$ cat src/rtl/mips_pkg.sv
// Shared constants and types for the MIPS pipeline.
// Widths, reset PC, NOP/HALT encodings and the fetch next-PC select.
package mips_pkg;

   localparam int PC_W        = 32;
   localparam int INSTR_W     = 32;
   localparam int IMEM_ADDR_W = 20;

   localparam logic [INSTR_W-1:0] NOP_INSTR  = 32'h0000_0000;
   localparam logic [INSTR_W-1:0] HALT_INSTR = 32'hFFFF_FFFF;
   localparam logic [PC_W-1:0]    RESET_PC   = 32'h0000_0000;

   typedef enum logic [1:0] {
      PC_HOLD,
      PC_SEQ,
      PC_REDIRECT
   } pc_sel_e;

endpackage

$ cat src/rtl/if_stage_if.sv
// Instruction-memory bus between the fetch stage and the memory.
// The memory samples imem_addr_o and returns imem_data_i on the falling edge.
interface if_stage_if #(
   parameter int INSTR_WIDTH    = 32,
   parameter int IMEM_ADDR_BITS = 20
);
   logic [IMEM_ADDR_BITS-1:0] imem_addr_o;
   logic [INSTR_WIDTH-1:0]    imem_data_i;

   modport master (output imem_addr_o, input imem_data_i);
   modport slave  (input imem_addr_o, output imem_data_i);
endinterface

$ cat src/rtl/if_stage_if_id_reg.sv
// IF/ID pipeline register: instruction, PC+4 and valid bit.
// Flush inserts a bubble but keeps pc4; load takes a new fetch.
module if_id_reg #(
   parameter int PC_WIDTH    = 32,
   parameter int INSTR_WIDTH = 32
) (
   input  logic                   clk,
   input  logic                   rst,
   input  logic                   load,
   input  logic                   flush,
   input  logic [INSTR_WIDTH-1:0] instr_d,
   input  logic [PC_WIDTH-1:0]    pc4_d,
   output logic [INSTR_WIDTH-1:0] instr,
   output logic [PC_WIDTH-1:0]    pc4,
   output logic                   valid
);
   import mips_pkg::*;

   // NOTE: sequential state uses non-blocking assignments so every flop samples pre-edge values.
   always_ff @(posedge clk) begin
      if (rst) begin
         instr <= INSTR_WIDTH'(NOP_INSTR);
         pc4   <= '0;
         valid <= 1'b0;
      end else if (flush) begin
         instr <= INSTR_WIDTH'(NOP_INSTR);
         valid <= 1'b0;
      end else if (load) begin
         instr <= instr_d;
         pc4   <= pc4_d;
         valid <= 1'b1;
      end
   end

endmodule

$ cat src/rtl/if_stage.sv
// Instruction-fetch stage: PC register, next-PC select, HALT freeze and fetch counter.
// The fetched word arrives from a negedge-read memory and lands in IF/ID one edge later.
module if_stage #(
   parameter int                    PC_WIDTH       = 32,
   parameter int                    INSTR_WIDTH    = 32,
   parameter int                    IMEM_ADDR_BITS = 20,
   parameter logic [PC_WIDTH-1:0]   RESET_PC       = mips_pkg::RESET_PC,
   parameter logic [INSTR_WIDTH-1:0] HALT_INSTR    = mips_pkg::HALT_INSTR
) (
   input  logic                   clk,
   input  logic                   rst,
   input  logic                   en_i,
   input  logic                   stall_i,
   input  logic                   redirect_i,
   input  logic [PC_WIDTH-1:0]    target_i,
   if_stage_if.master             imem,
   output logic [PC_WIDTH-1:0]    pc_o,
   output logic [INSTR_WIDTH-1:0] if_id_instr_o,
   output logic [PC_WIDTH-1:0]    if_id_pc4_o,
   output logic                   if_id_valid_o,
   output logic                   halted_o,
   output logic [31:0]            fetch_count_o
);
   import mips_pkg::*;

   logic [PC_WIDTH-1:0] pc;
   logic [PC_WIDTH-1:0] pc_plus4;
   logic                halted;
   logic [31:0]         fetch_count;
   logic                advance;
   logic                is_halt;
   logic                load;
   logic                flush;
   pc_sel_e             pc_sel;
   logic                unused_target_lsbs;

   assign pc_plus4           = pc + PC_WIDTH'(4);
   assign advance            = en_i & ~stall_i & ~halted;
   assign is_halt            = (imem.imem_data_i == HALT_INSTR);
   assign unused_target_lsbs = ^target_i[1:0];

   // Redirect is ignored while not advancing; once halted, an enabled edge drains a bubble.
   // NOTE: every always_comb output gets a default first so no latch is inferred.
   always_comb begin
      pc_sel = PC_HOLD;
      load   = 1'b0;
      flush  = 1'b0;
      if (advance) begin
         if (redirect_i) begin
            pc_sel = PC_REDIRECT;
            flush  = 1'b1;
         end else begin
            load   = 1'b1;
            pc_sel = is_halt ? PC_HOLD : PC_SEQ;
         end
      end else if (halted && en_i) begin
         flush = 1'b1;
      end
   end

   always_ff @(posedge clk) begin
      if (rst) begin
         pc          <= RESET_PC;
         halted      <= 1'b0;
         fetch_count <= '0;
      end else begin
         unique case (pc_sel)
            PC_SEQ:      pc <= pc_plus4;
            PC_REDIRECT: pc <= {target_i[PC_WIDTH-1:2], 2'b00};
            default:     pc <= pc;
         endcase
         if (load) begin
            fetch_count <= fetch_count + 32'd1;
            if (is_halt) halted <= 1'b1;
         end
      end
   end

   if_id_reg #(
      .PC_WIDTH    (PC_WIDTH),
      .INSTR_WIDTH (INSTR_WIDTH)
   ) u_if_id_reg (
      .clk     (clk),
      .rst     (rst),
      .load    (load),
      .flush   (flush),
      .instr_d (imem.imem_data_i),
      .pc4_d   (pc_plus4),
      .instr   (if_id_instr_o),
      .pc4     (if_id_pc4_o),
      .valid   (if_id_valid_o)
   );

   // Bits above the word address alias in the memory.
   assign imem.imem_addr_o = pc[IMEM_ADDR_BITS+1:2];
   assign pc_o             = pc;
   assign halted_o         = halted;
   assign fetch_count_o    = fetch_count;

endmodule

$ cat src/flat_wrapper.sv
// flat-port wrapper written by rule: the top's interface ports become plain ports
module if_stage_flat import mips_pkg::*;
#(
   parameter int                    PC_WIDTH       = 32,
   parameter int                    INSTR_WIDTH    = 32,
   parameter int                    IMEM_ADDR_BITS = 20,
   parameter logic [PC_WIDTH-1:0]   RESET_PC       = mips_pkg::RESET_PC,
   parameter logic [INSTR_WIDTH-1:0] HALT_INSTR    = mips_pkg::HALT_INSTR
)
  (clk, rst, en_i, stall_i, redirect_i, target_i, pc_o, if_id_instr_o, if_id_pc4_o, if_id_valid_o, halted_o, fetch_count_o, imem_imem_addr_o, imem_imem_data_i);
  if_stage_if #(.INSTR_WIDTH(INSTR_WIDTH), .IMEM_ADDR_BITS(IMEM_ADDR_BITS)) imem_i ();
  input  logic clk;
  input  logic rst;
  input  logic en_i;
  input  logic stall_i;
  input  logic redirect_i;
  input  logic [PC_WIDTH-1:0] target_i;
  output logic [PC_WIDTH-1:0] pc_o;
  output logic [INSTR_WIDTH-1:0] if_id_instr_o;
  output logic [PC_WIDTH-1:0] if_id_pc4_o;
  output logic if_id_valid_o;
  output logic halted_o;
  output logic [31:0] fetch_count_o;
  output wire logic [$bits(imem_i.imem_addr_o)-1:0] imem_imem_addr_o;
  input wire logic [$bits(imem_i.imem_data_i)-1:0] imem_imem_data_i;
  assign imem_imem_addr_o = imem_i.imem_addr_o;
  assign imem_i.imem_data_i = imem_imem_data_i;
  if_stage #(.PC_WIDTH(PC_WIDTH), .INSTR_WIDTH(INSTR_WIDTH), .IMEM_ADDR_BITS(IMEM_ADDR_BITS), .RESET_PC(RESET_PC), .HALT_INSTR(HALT_INSTR)) u_core (.clk(clk), .rst(rst), .en_i(en_i), .stall_i(stall_i), .redirect_i(redirect_i), .target_i(target_i), .imem(imem_i), .pc_o(pc_o), .if_id_instr_o(if_id_instr_o), .if_id_pc4_o(if_id_pc4_o), .if_id_valid_o(if_id_valid_o), .halted_o(halted_o), .fetch_count_o(fetch_count_o));
endmodule
$ cat config.mk
export PLATFORM = sky130hd
export DESIGN_NAME = if_stage_flat
export DESIGN_NICKNAME = d
export VERILOG_FILES = /design/src/rtl/mips_pkg.sv /design/src/rtl/if_stage_if.sv /design/src/rtl/if_stage_if_id_reg.sv /design/src/rtl/if_stage.sv /design/src/flat_wrapper.sv
export SDC_FILE = /design/constraint.sdc
export NUM_CORES = 1
export LEC_CHECK = 0
export BUFFER_PORTS_ARGS = -buffer_cell sky130_fd_sc_hd__buf_2
export CORE_AREA = 5 5 98 136
export DETAILED_ROUTE_END_ITERATION = 16
export DIE_AREA = 0 0 103 141
export GPL_ROUTABILITY_DRIVEN = 0
export PLACE_DENSITY = 0.89
export SLEW_MARGIN = 5
export SYNTH_ARGS = -nofsm -noshare
export SYNTH_HDL_FRONTEND = slang
export SYNTH_SLANG_ARGS = --single-unit
$ cat constraint.sdc
create_clock -name clk -period 5.3 [get_ports clk]
set_input_delay 0 -clock clk [delete_from_list [all_inputs] [get_ports clk]]
set_output_delay 0 -clock clk [all_outputs]
set_load 0.005 [all_outputs]
==> flow_summary.html <==
<table>
<tr><th>Metric</th><th>Value</th></tr>
<tr><th colspan="2">Power</th></tr>
<tr><td>Net Sw Frac</td><td>0.2184</td></tr>
<tr><td>VDD IR-drop max</td><td>0.1676 mV</td></tr>
<tr><td>Share of total power in combinational logic</td><td>0.083</td></tr>
<tr><td>Internal power of the cells</td><td>2.033 mW</td></tr>
<tr><td>Overall power</td><td>2.600 mW</td></tr>
<tr><td>Pwr/cell area</td><td>307.4 nW/um^2</td></tr>
<tr><td>Switching power of the nets</td><td>567.9 uW</td></tr>
<tr><td>Part of the power in the clock network</td><td>0.531</td></tr>
<tr><td>Sequential cell fraction of total power</td><td>0.386</td></tr>
<tr><td>Static Leakage</td><td>3.298 nW</td></tr>
<tr><th colspan="2">Layout</th></tr>
<tr><td>Layout cell share with drive strength beyond 1</td><td>0.2584</td></tr>
<tr><td>Filler Cell Count</td><td>979</td></tr>
<tr><td>Area growth syn-to-layout</td><td>33.88%</td></tr>
<tr><td>Highest-count cells in the layout ignoring fill and taps</td><td>sky130_fd_sc_hd__buf_2 (212), sky130_fd_sc_hd__dfxtp_1 (126), sky130_fd_sc_hd__nand2_1 (105)</td></tr>
<tr><td>Total area of multi-input combinational cells</td><td>about 3300 sq um</td></tr>
<tr><td>Count of nets after finishing</td><td>1069</td></tr>
<tr><td>Commonest non-fill, non-tap cell in the layout</td><td>sky130_fd_sc_hd__buf_2</td></tr>
<tr><td>Layout Utilization</td><td>0.6973</td></tr>
<tr><td>FF+latch area</td><td>2522 sq um</td></tr>
<tr><td>Post-route design area</td><td>approximately 8500 sq um</td></tr>
<tr><td>Count of non-filler cells in the finished layout</td><td>between 1000 and 1500</td></tr>
<tr><th colspan="2">CTS</th></tr>
<tr><td>Deepest clock path buffer count</td><td>2</td></tr>
<tr><td>Number of buffers inserted during clock tree synthesis</td><td>17</td></tr>
<tr><td>Root Buffer Master</td><td>sky130_fd_sc_hd__clkbuf_16</td></tr>
<tr><td>Number of levels the H-tree was split into</td><td>4</td></tr>
<tr><td>Worst-skew pair later-pin latency</td><td>approximately 0.4 ns</td></tr>
<tr><td>Cells resized by post-CTS repair</td><td>0</td></tr>
<tr><td>TritonCTS clock tree</td><td>yes</td></tr>
<tr><td>Register clock-pin slew on the reported worst setup and hold paths</td><td>0.06 ns</td></tr>
<tr><td>Number of clock sinks</td><td>approximately 130</td></tr>
<tr><th colspan="2">GRT</th></tr>
<tr><td>GRT Resource Usage Total</td><td>0.2702</td></tr>
<tr><td>Remaining global-route overflow</td><td>0</td></tr>
<tr><td>Global-route wire length before repair</td><td>31660 um</td></tr>
<tr><td>Vias in the first global route</td><td>approximately 6500</td></tr>
<tr><td>Pin count of the biggest net entering global routing</td><td>98</td></tr>
<tr><td>Number of antenna violations at the first check in global routing</td><td>1</td></tr>
<tr><th colspan="2">Timing</th></tr>
<tr><td>Smallest setup slack after layout</td><td>2.026 ns</td></tr>
<tr><td>Pin slew with the least headroom to its limit</td><td>1.065 ns</td></tr>
<tr><td>Hold violation count in the final report</td><td>0</td></tr>
<tr><td>Max Clock Skew</td><td>0.01744 ns</td></tr>
<tr><td>Maximum frequency from static timing analysis</td><td>305.5 MHz</td></tr>
<tr><td>Max-slew headroom at the worst pin</td><td>0.2899</td></tr>
<tr><td>Worst hold-check slack</td><td>0.01455 ns</td></tr>
<tr><td>Number of endpoints failing setup at the final stage</td><td>0</td></tr>
<tr><td>RSZ-0062 raised after global routing</td><td>no</td></tr>
<tr><td>Max Transition Viols Final</td><td>0</td></tr>
<tr><td>Post-route minimum period</td><td>3.274 ns</td></tr>
<tr><td>Setup TNS Final</td><td>0 ns</td></tr>
<tr><td>Crit share post-route</td><td>0.6177</td></tr>
<tr><th colspan="2">Logic synthesis</th></tr>
<tr><td>Number of warnings reported in the yosys synthesis log</td><td>0</td></tr>
<tr><td>Post-synthesis instance area</td><td>between 6000 and 7000 sq um</td></tr>
<tr><td>Sequential element share of the synthesized area</td><td>0.3992</td></tr>
<tr><td>Number of standard cells after synthesis</td><td>roughly 790</td></tr>
<tr><td>Dominant register cell in the synthesized netlist</td><td>sky130_fd_sc_hd__dfxtp_1</td></tr>
<tr><td>Number of distinct library cells after synthesis</td><td>58</td></tr>
<tr><td>#FFs+latches synth</td><td>~130</td></tr>
<tr><td>Synth Area per Inst</td><td>7.988 sq um</td></tr>
<tr><td>Proportion of register bits with asynchronous set or reset after synthesis</td><td>0</td></tr>
<tr><td>Post-synth EDFFs</td><td>0</td></tr>
<tr><th colspan="2">Placed design</th></tr>
<tr><td>Instance count after placement with tap cells included</td><td>about 1100</td></tr>
<tr><td>Post-detail-place hpwl</td><td>12840 um</td></tr>
<tr><td>Worst slack at placement</td><td>2.238 ns</td></tr>
<tr><td>Placed instance area</td><td>7178 sq um</td></tr>
<tr><td>Port-buffer cells</td><td>212</td></tr>
<tr><th colspan="2">Die</th></tr>
<tr><td>Area enclosed by the die boundary</td><td>approximately 15000 sq um</td></tr>
<tr><td>Standard-cell row count</td><td>48</td></tr>
<tr><td>Ports placed on the boundary</td><td>219</td></tr>
<tr><td>Die Wd</td><td>103 um</td></tr>
<tr><td>Initial core utilization</td><td>0.5208</td></tr>
<tr><td>Core area</td><td>12130 sq um</td></tr>
<tr><td>Die boundary height</td><td>about 140 um</td></tr>
<tr><th colspan="2">Worst setup path</th></tr>
<tr><td>Arrival time at the worst endpoint</td><td>between 3 and 4 ns</td></tr>
<tr><td>Critical-path maximum fanout</td><td>28</td></tr>
<tr><td>Endpoint kind of the worst setup timing path</td><td>flip-flop</td></tr>
<tr><td>Cell type of the slowest stage on the worst timing path</td><td>sky130_fd_sc_hd__nor2b_1</td></tr>
<tr><td>Ordered cell list for the critical path</td><td>dlygate4sd3_1, buf_2, nand4_1, nor4_1, nand2_1, nand2_1, ha_2, nor2b_1, mux2_2, o21ai_0, a21oi_1</td></tr>
<tr><td>Crit Path Category</td><td>in2reg</td></tr>
<tr><td>Crit path largest cell delay</td><td>0.89 ns</td></tr>
<tr><td>Critical Path Most Common Cell</td><td>sky130_fd_sc_hd__nand2_1</td></tr>
<tr><td>Type of origin of the critical path</td><td>input pin</td></tr>
<tr><td>CP Data Required Time</td><td>approximately 5.6 ns</td></tr>
<tr><th colspan="2">Routing</th></tr>
<tr><td>Number of vias in the routed layout</td><td>7026</td></tr>
<tr><td>Number of search-and-repair iterations in the first detailed-routing pass</td><td>5</td></tr>
<tr><td>DR DRC count</td><td>0</td></tr>
<tr><td>Antenna violation net count after detailed routing</td><td>0</td></tr>
<tr><td>Vias per inst</td><td>around 6.0</td></tr>
<tr><td>Wirelength, routed</td><td>between 20000 and 25000 um</td></tr>
<tr><td>First-iteration detailed-routing DRC count</td><td>about 440</td></tr>
<tr><td>Average wire per cell in the routed design</td><td>17.42 um</td></tr>
<tr><th colspan="2">Status</th></tr>
<tr><td>Result of the run</td><td>finished, final reports clean</td></tr>
<tr><th colspan="2">Hold path</th></tr>
<tr><td>Path category of the worst min-delay check</td><td>in2reg</td></tr>
<tr><th colspan="2">Run</th></tr>
<tr><td>Max cap viols</td><td>0</td></tr>
</table>
-- state kept, by name, summed over array words and instances, names as in the netlist --
name	count
u_core.fetch_count_o	32
u_core.u_if_id_reg.instr	32
u_core.u_if_id_reg.pc4	30
u_core.u_if_id_reg.valid	1
u_core.pc_o	30
u_core.halted_o	1
-- synth_stat cells, drive strengths merged (15+ instances only) --
library cell / count / area [sq um]
or3: 22 / 137.6
o31ai: 16 / 120.1
dfxtp: 126 / 2522
a21oi: 74 / 370.4
buf: 29 / 206.4
nor2: 55 / 206.5
a211oi: 15 / 112.6
nand4: 30 / 187.7
nand3: 21 / 105.1
nand2: 105 / 394.1
o21ai: 32 / 160.2
clkbuf: 60 / 225.2
xnor2: 15 / 131.4
or4: 30 / 229.0
-- per-layer routing --
| layer | share of wire | vias up | GRT usage | wire, um |
|---|---|---|---|---|
| li1 | - | 3303 | - | - |
| met1 | 0.37 | 3240 | 0.3154 | 7465 |
| met2 | 0.50 | 398 | 0.4521 | 10170 |
| met3 | 0.078 | 85 | 0.05000 | 1571 |
| met4 | 0.051 | 0 | 0.1569 | 1026 |
| met5 | 0 | - | 0 | 0 |
-- kinds of logic after synthesis --
group,Yosys count,synth area share
flops,126,0.3992
buf+inv,103,0.07663
fa+ha+maj,3,0.005941
compound gates,211,0.2180
simple gates,320,0.2610
xor+xnor,22,0.03050
other cells,1,0.0005935
mux,5,0.008119
-- worst max-delay path, delay by kind of cell --
kind,cells,cell delay (ns)
AOI/OAI and AO/OA,2,0.15
adders and majority gates,1,0.54
buffers and inverters,2,0.72
muxes,1,0.41
and+or+nand+nor,5,1.70
-- layout make-up --
| class | instances | share of cell area |
|---|---|---|
| diodes | 2 | 0.0005916 |
| flip-flops and latches | 126 | 0.2982 |
| multi-input cells | 565 | 0.3939 |
| clock buffers | 21 | 0.05443 |
| repair buffers | 273 | 0.1967 |
| inverters | 14 | 0.006212 |
| clock inverters | 11 | 0.02781 |
| well taps | 150 | 0.02219 |
-- final timing paths --
| path | start | endpoint | slack, ns | cells past startpoint |
|---|---|---|---|---|
| setup / recovery | imem_imem_data_i[10] | u_core.pc_o[30]$_SDFFE_PP0P_ | 2.03 | 11 |
| hold / removal | target_i[17] | u_core.pc_o[17]$_SDFFE_PP0P_ | 0.01 | 5 |
| setup reg to reg | u_core.halted_o$_SDFFE_PP0P_ | u_core.pc_o[30]$_SDFFE_PP0P_ | 2.23 | 6 |
| hold reg to reg | u_core.u_if_id_reg.pc4[3]$_SDFFE_PP0P_ | u_core.u_if_id_reg.pc4[3]$_SDFFE_PP0P_ | 0.45 | 2 |
-- repair_timing --
item	CTS	global route
endpoints found under the hold margin	58	0
setup buffers	0	0
hold buffers	58	0
-- power by group through the flow --
stage	clock network, mW	logic [mW]	registers (mW)
after CTS	1.39	0.211	1.00
final	1.38	0.216	1.00
after global routing	1.44	0.236	1.01
after detailed placement	0	0.178	1.02
after floorplan	0	0.105	1.02
after global placement	0	0.175	1.02
(Power assumes the default switching activity.)
